[src/rtl/alu_arbiter.sv]
// alu_arbiter: shares one external combinational ALU between two requesters.
// Each accepted operation takes three cycles: IDLE (handshake), EXEC, RESP.
// Operands are latched at the handshake and drive the ALU until the next one.
// The result is captured at the end of EXEC and is pulsed for one cycle to
// the requester that issued the operation.
// Build option: define ALU_ARB_RR_EN for round-robin arbitration on conflict;
// without it, requester 0 has fixed priority.
module alu_arbiter #(
    parameter int WIDTH = 32
) (
    input  logic             clk,
    input  logic             reset,
    input  logic             req0_valid,
    output logic             req0_ready,
    input  logic [WIDTH-1:0] req0_a,
    input  logic [WIDTH-1:0] req0_b,
    input  logic [2:0]       req0_f,
    input  logic             req1_valid,
    output logic             req1_ready,
    input  logic [WIDTH-1:0] req1_a,
    input  logic [WIDTH-1:0] req1_b,
    input  logic [2:0]       req1_f,
    output logic             rsp0_valid,
    output logic [WIDTH-1:0] rsp0_y,
    output logic             rsp0_zero,
    output logic             rsp1_valid,
    output logic [WIDTH-1:0] rsp1_y,
    output logic             rsp1_zero,
    output logic [WIDTH-1:0] alu_a,
    output logic [WIDTH-1:0] alu_b,
    output logic [2:0]       alu_f,
    input  logic [WIDTH-1:0] alu_y,
    input  logic             alu_zero,
    output logic             busy
);

    typedef enum logic [1:0] {
        IDLE = 2'd0,
        EXEC = 2'd1,
        RESP = 2'd2
    } state_t;

    state_t             state_r;
    state_t             state_s;
    logic               grant_s;
    logic               hs_s;
    logic [WIDTH-1:0]   op_a_r;
    logic [WIDTH-1:0]   op_b_r;
    logic [2:0]         op_f_r;
    logic               op_id_r;
    logic               rsp0_valid_r;
    logic               rsp1_valid_r;
    logic [WIDTH-1:0]   rsp0_y_r;
    logic [WIDTH-1:0]   rsp1_y_r;
    logic               rsp0_zero_r;
    logic               rsp1_zero_r;
`ifdef ALU_ARB_RR_EN
    logic               last_r;
`endif

    // Arbitration: pick requester 1 only when it alone is valid or wins a conflict.
    always_comb begin
        grant_s = 1'b0;
        if (req0_valid && req1_valid) begin
`ifdef ALU_ARB_RR_EN
            grant_s = ~last_r;
`else
            grant_s = 1'b0;
`endif
        end else if (req1_valid) begin
            grant_s = 1'b1;
        end else begin
            grant_s = 1'b0;
        end
    end

    // State register; reset always returns to IDLE, aborting any operation in flight.
    always_ff @(posedge clk) begin
        if (reset) begin
            state_r <= IDLE;
        end else begin
            state_r <= state_s;
        end
    end

    // Next-state logic: a handshake leaves IDLE, then EXEC and RESP last one cycle each.
    always_comb begin
        state_s = state_r;
        case (state_r)
            IDLE:    state_s = hs_s ? EXEC : IDLE;
            EXEC:    state_s = RESP;
            RESP:    state_s = IDLE;
            default: state_s = IDLE;
        endcase
    end

    // Outputs of the FSM: ready only in IDLE for the granted valid requester, busy otherwise.
    always_comb begin
        req0_ready = 1'b0;
        req1_ready = 1'b0;
        busy       = 1'b1;
        case (state_r)
            IDLE: begin
                busy = 1'b0;
                if (!reset) begin
                    req0_ready = req0_valid && !grant_s;
                    req1_ready = req1_valid && grant_s;
                end else begin
                    req0_ready = 1'b0;
                    req1_ready = 1'b0;
                end
            end
            EXEC:    busy = 1'b1;
            RESP:    busy = 1'b1;
            default: busy = 1'b1;
        endcase
    end

    assign hs_s = req0_ready | req1_ready;

    // Datapath: latch operands on handshake, capture the ALU result at the end of EXEC.
    always_ff @(posedge clk) begin
        if (reset) begin
            op_a_r       <= {WIDTH{1'b0}};
            op_b_r       <= {WIDTH{1'b0}};
            op_f_r       <= 3'b000;
            op_id_r      <= 1'b0;
            rsp0_valid_r <= 1'b0;
            rsp1_valid_r <= 1'b0;
            rsp0_y_r     <= {WIDTH{1'b0}};
            rsp1_y_r     <= {WIDTH{1'b0}};
            rsp0_zero_r  <= 1'b0;
            rsp1_zero_r  <= 1'b0;
`ifdef ALU_ARB_RR_EN
            last_r       <= 1'b1;
`endif
        end else begin
            if (hs_s) begin
                op_a_r  <= req1_ready ? req1_a : req0_a;
                op_b_r  <= req1_ready ? req1_b : req0_b;
                op_f_r  <= req1_ready ? req1_f : req0_f;
                op_id_r <= req1_ready;
`ifdef ALU_ARB_RR_EN
                last_r  <= req1_ready;
`endif
            end
            rsp0_valid_r <= (state_r == EXEC) && (op_id_r == 1'b0);
            rsp1_valid_r <= (state_r == EXEC) && (op_id_r == 1'b1);
            if ((state_r == EXEC) && (op_id_r == 1'b0)) begin
                rsp0_y_r    <= alu_y;
                rsp0_zero_r <= alu_zero;
            end
            if ((state_r == EXEC) && (op_id_r == 1'b1)) begin
                rsp1_y_r    <= alu_y;
                rsp1_zero_r <= alu_zero;
            end
        end
    end

    assign alu_a      = op_a_r;
    assign alu_b      = op_b_r;
    assign alu_f      = op_f_r;
    assign rsp0_valid = rsp0_valid_r;
    assign rsp1_valid = rsp1_valid_r;
    assign rsp0_y     = rsp0_y_r;
    assign rsp1_y     = rsp1_y_r;
    assign rsp0_zero  = rsp0_zero_r;
    assign rsp1_zero  = rsp1_zero_r;

endmodule

[config.mk]
export PLATFORM = sky130hd
export DESIGN_NAME = alu_arbiter
export DESIGN_NICKNAME = d
export VERILOG_FILES = /design/src/rtl/alu_arbiter.sv
export SDC_FILE = /design/constraint.sdc
export NUM_CORES = 1
export LEC_CHECK = 0
export BUFFER_PORTS_ARGS = -buffer_cell sky130_fd_sc_hd__buf_2
export CAP_MARGIN = 20
export CORE_AREA = 2 2 118 120
export CTS_BUF_LIST = sky130_fd_sc_hd__clkbuf_4
export DETAILED_ROUTE_END_ITERATION = 12
export DIE_AREA = 0 0 120 122
export GPL_TIMING_DRIVEN = 0
export PLACE_DENSITY_LB_ADDON = 0.15
export SLEW_MARGIN = 20
export SYNTH_ARGS = -nofsm -noshare
export SYNTH_HDL_FRONTEND = slang
export SYNTH_SLANG_ARGS = --single-unit
[constraint.sdc]
create_clock -name clk -period 1.99 [get_ports clk]
set_input_delay 0.398 -clock clk [delete_from_list [all_inputs] [get_ports clk]]
set_output_delay 0.398 -clock clk [all_outputs]
set_load 0.1 [all_outputs]
# Yosys cells after proc, flatten, opt, wreduce, memory -nomap -nowiden
# Cells that the tools add are included.
[op_classes] reduce_logical=7 bitwise=2 muxes=12 n_eq_ne=1
[ops] op="$mux W32" n=2
[ops] op="$mux W1" n=8
[ops] op="$logic_and A1 B1 Y1" n=5
[ops] op="$pmux W2 S2" n=1
[ops] op="$mux W3" n=1
[ops] op="$eq A2 B1 Y1 const B" n=1
[ops] op="$logic_not A2 Y1" n=1
[ops] op="$logic_not A1 Y1" n=1
[ops] op="$not A1 Y1" n=1
[ops] op="$or A1 B1 Y1" n=1
[word_totals] input_bits=171 elab_cells=33 output_inout_bits=138 register_bits=138

# Depth between registers and ports, before layout
# Gate-level depths: netlist of run 1.
[logic_depth] depth_word=9 depth_mapped=6 depth_no_buf=4

# Least setup slack after synthesis of run 1
# Ideal clock, no wire load.
[synth_path] path_type="input port to output port" from="in reset" to="out req1_ready" n_path_buf=3 required_time_ns=1.592 arrival_ns=3.013 cell_stages=4 path_slack_ns=-1.421 cell_sequence="clkbuf_1 -> clkbuf_1 -> clkbuf_1 -> nor3_1"
[synth_via] elab_chain_len=2
[synth_lines] element="start: declaration" line="12" rtl="input logic reset,"
[synth_lines] element="$mux W1" line="105" rtl="if (!reset) begin"
[synth_lines] element="$mux W1" line="102" rtl="case (state_r)"
[synth_lines] element="end: declaration" line="19" rtl="output logic req1_ready,"
# Every way passes these cells.

# Worst setup path in the final report of run 1
[layout_path] from="reg state_r[0]" to="out req0_ready"
[layout_via] elab_chain_len=2
[layout_lines] element="start: declaration" line="43" rtl="state_t state_r;"
[layout_lines] element="start signal: assignment" line="82" rtl="state_r <= state_s;"
[layout_lines] element="$logic_not A2 Y1" line="102"
[layout_lines] element="$mux W1" line="102"
[layout_lines] element="end: declaration" line="14" rtl="output logic req0_ready,"
# Every way passes these cells.

==> metrics.md, run 1 <==
| Metric | Value |
|---|---|
| Status | finished, violations left |
| Failing checks | setup timing |
| Worst reg2reg path startpoint | state_r[0] |
| Synth Instances | 607 |
| I/O Buffers | 307 |
| CP max FO | 5 |
| Yosys warns | 0 |
| Placer Congestion | 0.805 |
| DIE AREA | 14600 µm² |
| R2R Path End | alu_b[24] |
| CP endpoint kind | primary output |
| Register-to-Register Path Depth | 6 |
| IO Pins | 309 |
| Starting density of the core | 39.2% |
| Crit-path leading delay family | flip-flops |
| Placed Cells | 1094 |
| Max-slew violation count | 0 |
| Worst-Margin Slew | 0.566 ns |
| Endpoints failing setup | 1 |
| Remaining antenna violation count | 0 |
| Hold-fix buffers at CTS | 0 |
| Clock root cell | clkbuf_4 |
| Final Hold Viols | 0 |
| Pre-CTS setup slack | -0.715 ns |
| Via density | 4.86 |
| Synth cell types | 20 |
| Sequential area share after synthesis | 52.2% |
| Clk_skew | 0.0173 ns |
| Clk sinks | 138 |
| Largest net degree at the start of global routing | 19 |
| Post-DP HPWL | 13.2 mm |
| Core ar. | 13500 µm² |
| Post-route insts no fill | 1131 |
| Initial antenna violation count | 1 |
| RSZ-0062 raised after global routing | true |
| FILL cells | 1355 |
| Min-delay worst type | in -> reg |
| Clock-pin slew on the worst setup and hold paths | 0.12 ns |
| Die height | 122 µm |
| Final wirelength | 17.4 mm |
| First-pass GRT wire length | 26.7 mm |
| Post-synth top area share | 52.2% |
| Syn Area/Cell | 8.71 µm² |
| DRT Pass-1 Iters | 4 |
| Leading area contributor after synthesis | dfxtp_1 |
| Fin crit share | 101% |
| Nets@finish | 1109 |
| Total vias in the final route | 5494 |
| DIE WIDTH | 120 µm |
| Startpoint types | flop |
| DR iter-0 viols | 251 |
| R2R Setup Slk | 0.32 ns |
| H-tree depth | 4 |
| PnR worst setup slack | -0.0236 ns |
| Synthesized area | 5290 µm² |
| Synth area leaders | dfxtp_1, o221a_2, a21oi_1 |
| Worst Path Buf+Inv | 2 |
| Vias in the first global route | 5222 |
| Crit-path cells | nor3b_4 -> buf_6 -> nor2b_4 -> buf_12 |
| Highest Clock Rate | 0.497 GHz |
| Clk Latency, worst-skew pair | 0.55 ns |
| Area Overhead vs Synth | 42.9% |
| DRC | 0 |
| Crit path largest cell delay | 0.38 ns |
| LEAKAGE | 0.00383 µW |
| Max_cap viols | 0 |
| Syn nets | 778 |
| Worst-case clock buffer depth | 2 |
| Relative slew slack | 62.2% |
| Slowest-stage cell, CP | dfxtp_4 |
| Hold worst-path end | rsp0_y[14] |
| Drt wl/cell | 15.4 µm |
| Worst IR drop on VDD | 668 µV |
| Share of cells above drive strength 1 | 46.5% |
| Hold path startpoint | alu_y[14] |
| Yosys reg bits | 138 |
| Hold Path Stages | 3 |
| Cell row count | 43 |
| GRT overflow | 0 |
| Clock buffer count from CTS | 17 |
| CTS tree | yes |
| CP required | 1.59 ns |
| Setup Crit Path Kind | reg -> out |
| Pwr per Cell Area | 1000 nW/µm² |
| GRT Total Usage | 23.2% |
| Critical Path AT | 1.62 ns |
| Minimum clock period | 2.01 ns |
## layer usage
layer  GRT usage, %  routed length (µm)  up-vias
met3           7.07                1440       23
met1           27.9                7310     2519
li1               -                   -     2736
met5              0                   0        -
met2           38.8                8360      216
met4           8.97                 321        0
## worst register-to-register path, cell delays in order (launching register included)
cell and delay (ns):
dfxtp_4 0.38, nor3b_4 0.24, buf_4 0.14, buf_4 0.15, clkbuf_1 0.39, a21oi_1 0.14, o221a_2 0.14
## flip-flops by register name, summed over array words and instances (netlist names)
register / cells
rsp0_valid: 1
rsp1_zero: 1
rsp1_y: 32
rsp0_zero: 1
alu_a: 32
rsp1_valid: 1
alu_b: 32
op_id_r: 1
state_r: 2
rsp0_y: 32
alu_f: 3
## placed cells by master (no fill, tap or decap), drive strengths merged
master,netlist,layout
a21oi,134,134
and3b,1,1
buf,21,333
bufinv,0,6
clkbuf,30,47
clkinv,0,6
clkinvlp,0,1
dfxtp,138,138
diode,0,1
inv,68,69
nand2,133,133
nand2b,1,1
nand3b,2,2
nor2,4,4
nor2b,1,1
nor3,4,4
nor3b,2,2
o221a,67,67
or3b,1,1
## final cells by class
| class | instances | area (µm²) | share of cell area [%] |
|---|---|---|---|
| Antenna cell | 1 | 2.50 | 0.0331 |
| Buffer | 50 | 264 | 3.49 |
| Clock buffer | 17 | 128 | 1.69 |
| Clock inverter | 14 | 226 | 3.00 |
| Inverter | 68 | 255 | 3.38 |
| Multi-Input combinational cell | 350 | 2070 | 27.4 |
| Sequential cell | 138 | 2770 | 36.7 |
| Tap cell | 180 | 225 | 2.98 |
| Timing Repair Buffer | 313 | 1610 | 21.4 |
## cell usage after synthesis, drive strengths merged
cell	count
dfxtp	138
a21oi	134
nand2	133
inv	68
o221a	67
clkbuf	30
buf	21
nor2	4
nor3	4
nand3b	2
nor3b	2
and3b	1
nand2b	1
nor2b	1
or3b	1
## through the flow
stage	util [%]	TNS, ns	hold WS, ns	area (µm²)	total power [µW]
2_1_floorplan	-	-0.0310	0.490	5340	4820
3_3_place_gp	52.6	-1.36	0.440	7100	5320
3_5_place_dp	52.6	-1.27	0.445	7100	5320
4_1_cts	55.8	-0.0676	0.0415	7530	7610
5_1_grt	55.9	-0.0817	0.0534	7550	7840
6_report	55.9	-0.0236	0.0832	7550	7560
## where the power goes
part | leakage [µW] | internal [µW] | switching [µW]
sequential | 0.00113 | 2940 | 97.0
clock | 0.000184 | 1230 | 1040
combinational | 0.00252 | 495 | 1760
## kinds of logic after synthesis
| logic type | after synthesis | share of synthesized area, % |
|---|---|---|
| AOI/OAI and AO/OA | 201 | 27.0 |
| buffers and inverters | 119 | 9.23 |
| DFF | 138 | 52.2 |
| and+or+nand+nor | 149 | 11.6 |
## how the worst max path moves through the flow
stage | start | endpoint | cells past startpoint
finish | state_r[0] | req0_ready | 4
global route | state_r[1] | req0_ready | 4
CTS | state_r[1] | req0_ready | 4
detailed placement | req0_valid | req0_ready | 6
global placement | req0_valid | req0_ready | 6
floorplan | reset | req1_ready | 4
## repair_timing
| action | CTS | global route |
|---|---|---|
| buffers inserted | 4 | 2 |
| hold endpoints to repair | 0 | 0 |
| resized for setup | 16 | 1 |
| pin swaps | 3 | 2 |
| endpoints found under the setup margin | 3 | 2 |
No activity file was read; power rests on OpenSTA's default activity.
==> run 2, diff against run 1 <==
--- a/config.mk
+++ b/config.mk
@@ -9,10 +9,12 @@
 export CAP_MARGIN = 20
 export CORE_AREA = 2 2 118 120
 export CTS_BUF_LIST = sky130_fd_sc_hd__clkbuf_4
+export CTS_CLUSTER_SIZE = 40
 export DETAILED_ROUTE_END_ITERATION = 12
 export DIE_AREA = 0 0 120 122
 export GPL_TIMING_DRIVEN = 0
 export PLACE_DENSITY_LB_ADDON = 0.15
+export RECOVER_POWER = 100
 export SLEW_MARGIN = 20
 export SYNTH_ARGS = -nofsm -noshare
 export SYNTH_HDL_FRONTEND = slang
==> metrics.md, run 2 (synthesis results as in run 1) <==
| Metric | Value |
|---|---|
| Status | finished, violations left |
| Failing checks | setup timing |
| Share of cells above drive strength 1 | 45.8% (-0.74 points) |
| Highest Clock Rate | 0.497 GHz (about the same) |
| Relative slew slack | 61.2% (-1.1 points) |
| Setup Crit Path Kind | reg -> out |
| Final setup TNS | -0.0221 ns (+0.00149 ns) |
| Clk sinks | 138 (unchanged) |
| Clock root cell | clkbuf_4 |
| Worst-Margin Slew | 0.585 ns (+0.0186 ns) |
| Total vias in the final route | 5509 (+0.27%) |
| Final Power | 7550 µW (about the same) |
| WL met2 | 8.30 mm (-0.69%) |
| Max_cap viols | 0 (unchanged) |
| Combinational Power Share | 29.7% (about the same) |
| LEAKAGE | 0.00371 µW (-3.1%) |
| Sw Ratio | 38.4% (+0.086 points) |
| Starting density of the core | 39.2% (unchanged) |
| Post-DP HPWL | 13.2 mm (unchanged) |
| Worst Path Buf+Inv | 2 (unchanged) |
| Flip-flop and latch area | 2770 µm² (unchanged) |
| DRT Pass-1 Iters | 4 (unchanged) |
| I/O Buffers | 307 (unchanged) |
| DRC | 0 (unchanged) |
| Drt wl/cell | 15.4 µm (about the same) |
| Die height | 122 µm (unchanged) |
| Sequential power share | 40.3% (about the same) |
| CP required | 1.59 ns (about the same) |
| CP max FO | 5 (unchanged) |
| Worst-case clock buffer depth | 2 (unchanged) |
| Clock-pin slew on the worst setup and hold paths | 0.13 ns (about the same) |
| Vias in the first global route | 5222 (unchanged) |
| Clock power frac | 30.0% (about the same) |
| Area of the multi-input gates | 2060 µm² (-0.24%) |
| NetSw | 2900 µW (+0.14%) |
| Clock buffer count from CTS | 17 (unchanged) |
| Cell row count | 43 (unchanged) |
| CTS tree | yes |
| Leading cell type in the layout, fill and taps excluded | buf_2 |
| Final wirelength | 17.5 mm (about the same) |
| Min-delay worst type | in -> reg |
| GRT overflow | 0 (unchanged) |
| RSZ-0062 raised after global routing | true |
| Area Overhead vs Synth | 42.6% |
| Minimum clock period | 2.01 ns (-0.00149 ns) |
| Nets@finish | 1109 (unchanged) |
| Commonest non-fill, non-tap cells in the layout | buf_2, clkbuf_2, dfxtp_1 |
| Remaining antenna violation count | 0 (unchanged) |
| First-pass GRT wire length | 26.7 mm (unchanged) |
| Endpoints failing setup | 1 (unchanged) |
| Slowest-stage cell, CP | dfxtp_4 |
| Worst IR drop on VDD | 667 µV (-0.17%) |
| M1 WL | 7.37 mm (+0.75%) |
| CP endpoint kind | primary output |
| Fin crit share | 101% (about the same) |
| Core ar. | 13500 µm² (unchanged) |
| PnR worst setup slack | -0.0221 ns (+0.00149 ns) |
| Pwr per Cell Area | 1000 nW/µm² (+0.11%) |
| Crit-path cells | nor3b_4 -> buf_6 -> nor2b_4 -> buf_12 |
| DIE AREA | 14600 µm² (unchanged) |
| FILL cells | 1357 (+0.15%) |
| IO Pins | 309 (unchanged) |
| Final Hold Viols | 0 (unchanged) |
| Clk_skew | 0.0184 ns (+0.00106 ns) |
| Largest net degree at the start of global routing | 19 (unchanged) |
| Fin area | 7540 µm² (-0.20%) |
| Power Internal | 4650 µW (-0.23%) |
| Crit path largest cell delay | 0.39 ns (about the same) |
| Number of cells on the critical path | 4 (unchanged) |
| Hold Path Stages | 3 (unchanged) |
| Critical Path AT | 1.61 ns (about the same) |
| Max-slew violation count | 0 (unchanged) |
| Hold slack | 0.0838 ns (+0.000588 ns) |
| DIE WIDTH | 120 µm (unchanged) |
| H-tree depth | 4 (unchanged) |
| Pre-CTS setup slack | -0.715 ns (unchanged) |
| Register-to-Register Path Depth | 6 (unchanged) |
| WL met3 | 1.45 mm (+0.97%) |
| Post-DP Area | 7100 µm² (unchanged) |
| GRT Total Usage | 23.2% (unchanged) |
| Startpoint types | flop |
| Via density | 4.87 (+0.27%) |
| DR iter-0 viols | 264 (+5.2%) |
| Placer Congestion | 0.805 (unchanged) |
| Max Used Layer | met4 |
| Crit-path leading delay family | flip-flops |
| Clk Latency, worst-skew pair | 0.55 ns (about the same) |
| Initial antenna violation count | 1 (unchanged) |
## run 2: worst paths after layout
kind / startpoint / to / slack (ns)
worst max-delay path: state_r[0] / req0_ready / -0.02
worst min-delay path: alu_y[1] / rsp0_y[1] / 0.08
worst max register to register: state_r[1] / alu_a[4] / 0.11
worst min register to register: rsp0_zero / rsp0_zero / 0.46
## run 2: power by group through the flow
| stage | registers [µW] | clock network, µW | logic, µW |
|---|---|---|---|
| 2_1_floorplan | 4320 | 0 | 500 |
| 3_3_place_gp | 3090 | 0 | 2220 |
| 5_1_grt | 3060 | 2420 | 2350 |
| 3_5_place_dp | 3090 | 0 | 2230 |
| 4_1_cts | 3030 | 2320 | 2260 |
| 6_report | 3040 | 2270 | 2240 |
## run 2: metal layers
metal	vias up	global-route usage, %
met2	226	38.8
met3	23	7.07
met1	2526	27.9
li1	2734	-
met5	-	0
met4	0	8.97
## run 2: worst reg2reg max path, stage by stage, from the launching register on
cell,delay [ns]
dfxtp_4,0.38
nor2_4,0.11
buf_4,0.14
inv_2,0.04
nor3_1,0.40
clkbuf_1,0.46
o221a_2,0.29
## run 2: per-stage QoR
stage / instances / utilization, %
2_1_floorplan: 607 / -
3_3_place_gp: 1094 / 52.6
3_5_place_dp: 1094 / 52.6
4_1_cts: 1128 / 55.8
5_1_grt: 1131 / 55.8
6_report: 1131 / 55.8
## run 2: layout make-up
class	count	area share, %
inverters	68	3.39
clock inverters	14	3.00
plain buffers	50	3.37
repair buffers	313	21.4
clock buffers	17	1.69
flip-flops and latches	138	36.7
well taps	180	2.99
diodes	1	0.0332
multi-input cells	350	27.4
## run 2: what timing repair did
| action | 4_1_cts | 5_1_grt |
|---|---|---|
| buffers inserted | 4 | 2 |
| hold buffers | 0 | 0 |
| pin swaps | 3 | 2 |
| resized for setup | 16 | 1 |
| setup endpoints to repair | 3 | 2 |
==> run 3, diff against run 2 <==
--- a/config.mk
+++ b/config.mk
@@ -8,13 +8,14 @@
 export BUFFER_PORTS_ARGS = -buffer_cell sky130_fd_sc_hd__buf_2
 export CAP_MARGIN = 20
 export CORE_AREA = 2 2 118 120
-export CTS_BUF_LIST = sky130_fd_sc_hd__clkbuf_4
+export CTS_BUF_LIST = sky130_fd_sc_hd__clkbuf_8
 export CTS_CLUSTER_SIZE = 40
 export DETAILED_ROUTE_END_ITERATION = 12
 export DIE_AREA = 0 0 120 122
 export GPL_TIMING_DRIVEN = 0
 export PLACE_DENSITY_LB_ADDON = 0.15
 export RECOVER_POWER = 100
+export SKIP_LAST_GASP = 1
 export SLEW_MARGIN = 20
 export SYNTH_ARGS = -nofsm -noshare
 export SYNTH_HDL_FRONTEND = slang
==> metrics.md, run 3 (synthesis results as in run 1) <==
| Metric | Value |
|---|---|
| H-tree depth | 4 (unchanged) |
| FILL cells | 1341 (-1.2%) |
| Startpoint types | flop |
| Worst Path Buf+Inv | 2 (unchanged) |
| GRT Total Usage | 23.1% (-0.057 points) |
| LEAKAGE | 0.00376 µW (+1.3%) |
| Clock power frac | 34.7% (+4.7 points) |
| Vias in the first global route | 5222 (unchanged) |
| Endpoints failing setup | 0 (-1) |
| Crit-path leading delay family | simple AND/OR/NAND/NOR gates |
| Sw Ratio | 36.5% (-1.9 points) |
| Hold worst-path end | rsp0_y[14] |
| Minimum clock period | 1.91 ns (-0.0987 ns) |
| R2R Setup Slk | 0.18 ns (+0.07 ns) |
| Max_cap viols | 0 (unchanged) |
| Worst reg2reg path startpoint | state_r[1] |
| DIE WIDTH | 120 µm (unchanged) |
| CP max FO | 7 (+2) |
| Crit-path cells | nor3b_4 -> buf_6 -> nor2b_4 -> buf_8 |
| CTS tree | yes |
| Share of cells above drive strength 1 | 46.0% (+0.25 points) |
| Drt wl/cell | 15.4 µm (-0.34%) |
| R2R Path End | alu_b[23] |
| Post-DP Area | 7100 µm² (unchanged) |
| Hold-fix buffers at CTS | 0 (unchanged) |
| Remaining antenna violation count | 0 (unchanged) |
| Die height | 122 µm (unchanged) |
| Hold path startpoint | alu_y[14] |
| Initial antenna violation count | 0 (-1) |
| Crit path largest cell delay | 0.37 ns (-0.02 ns) |
| First-pass GRT wire length | 26.7 mm (+0.13%) |
| CP endpoint kind | primary output |
| IO Pins | 309 (unchanged) |
| DR iter-0 viols | 220 (-17%) |
| Clk Latency, worst-skew pair | 0.43 ns (-0.12 ns) |
| Status | completed |
| Post-DP HPWL | 13.2 mm (unchanged) |
| Register-to-Register Path Depth | 6 (unchanged) |
| DIE AREA | 14600 µm² (unchanged) |
| I/O Buffers | 307 (unchanged) |
| Highest Clock Rate | 0.523 GHz (+5.2%) |
| Core ar. | 13500 µm² (unchanged) |
| Critical Path AT | 1.52 ns (-0.09 ns) |
| Pwr per Cell Area | 1060 nW/µm² (+5.6%) |
| Largest net degree at the start of global routing | 19 (unchanged) |
| Setup Crit Path Kind | reg -> out |
| Ant diodes | 0 (-1) |
| Clock-pin slew on the worst setup and hold paths | 0.08 ns (-0.05 ns) |
| Clk_skew | 0.0106 ns (-0.00784 ns) |
| Via density | 4.90 (+0.63%) |
| Worst IR drop on VDD | 566 µV (-15%) |
| Hold slack | 0.206 ns (+0.122 ns) |
| Final Power | 8070 µW (+6.9%) |
| Power Internal | 5130 µW (+10%) |
| Relative slew slack | 61.5% (+0.36 points) |
| Clock root cell | clkbuf_8 |
| Leading cell type in the layout, fill and taps excluded | buf_2 |
| Worst-Margin Slew | 0.577 ns (-0.00787 ns) |
| Slowest-stage cell, CP | dfxtp_2 |
| Final wirelength | 17.3 mm (-0.69%) |
| Nets@finish | 1106 (-0.27%) |
| Fin area | 7640 µm² (+1.3%) |
| Fin crit share | 96.2% (-5.0 points) |
| Commonest non-fill, non-tap cells in the layout | buf_2, clkbuf_2, dfxtp_1 |
| Worst-case clock buffer depth | 2 (unchanged) |
| RSZ-0062 raised after global routing | true |
| Sequential power share | 37.7% (-2.6 points) |
| DRC | 0 (unchanged) |
| Clk sinks | 138 (unchanged) |
| Area Overhead vs Synth | 44.4% |
| Hold Path Stages | 3 (unchanged) |
| Cell row count | 43 (unchanged) |
| Clock buffer count from CTS | 17 (unchanged) |
| CP Launch Point | state_r[1] |
| Min-delay worst type | in -> reg |
| Final core utilization | 56.5% (+0.71 points) |
| GRT overflow | 0 (unchanged) |
| Final Hold Viols | 0 (unchanged) |
| Starting density of the core | 39.2% (unchanged) |
| NetSw | 2940 µW (+1.6%) |
| Max-slew violation count | 0 (unchanged) |
| CP required | 1.59 ns (about the same) |
| Combinational Power Share | 27.6% (-2.1 points) |
| Total vias in the final route | 5524 (+0.27%) |
| Placer Congestion | 0.805 (unchanged) |
| Final setup TNS | 0 ns (+0.0221 ns) |
| DRT Pass-1 Iters | 5 (+1) |
==> run 3: worst min-delay path, delay by kind of cell <==
| kind | cells | cell delay, ns |
|---|---|---|
| buffers and inverters | 1 | 0.10 |
| AOI/OAI and AO/OA | 1 | 0.05 |
| and+or+nand+nor | 1 | 0.05 |
==> run 3: final cells by class <==
| type | count | area (µm²) | area share [%] |
|---|---|---|---|
| multi-input combinational | 350 | 2070 | 27.1 |
| clock inverter | 11 | 215 | 2.82 |
| timing repair buffer | 310 | 1580 | 20.6 |
| sequential | 138 | 2770 | 36.2 |
| buffer | 50 | 258 | 3.38 |
| clock buffer | 20 | 275 | 3.60 |
| tap | 180 | 225 | 2.95 |
| inverter | 68 | 255 | 3.34 |
==> run 3: stage by stage <==
step                      instances  setup slack [ns]
after floorplan                 607           -0.0310
after global placement         1094            -0.724
after detailed placement       1094            -0.715
after CTS                      1126          -0.00663
after global routing           1127          -0.00141
final                          1127            0.0766
==> run 3: per-layer routing <==
layer  track usage [%]  part of all wire (%)  wire [µm]
met1              28.1                    42       7220
met5                 0                     0          0
met3              6.65                   8.2       1420
met4              8.38                   1.6        284
met2              38.9                    49       8410
==> run 3: how the worst max path moves through the flow <==
stage	endpoint	slack, ns	depth (start not counted)
after detailed placement	req0_ready	-0.72	6
final	req0_ready	0.08	4
after floorplan	req1_ready	-0.03	4
after CTS	req0_ready	-0.007	4
after global placement	req0_ready	-0.72	6
after global routing	req0_ready	-0.001	4
==> run 3: what timing repair did <==
| item | 4_1_cts | 5_1_grt |
|---|---|---|
| pin swaps | 1 | 1 |
| gates resized for setup | 9 | 4 |
| endpoints found under the setup margin | 2 | 3 |
| buffers inserted | 2 | 1 |
==> run 3: power groups by stage <==
| stage | registers, µW | logic [µW] | clock network [µW] |
|---|---|---|---|
| final | 3040 | 2230 | 2800 |
| after global routing | 3060 | 2340 | 2970 |
| after CTS | 3030 | 2250 | 2860 |
| after detailed placement | 3090 | 2230 | 0 |
| after global placement | 3090 | 2220 | 0 |
| after floorplan | 4320 | 500 | 0 |
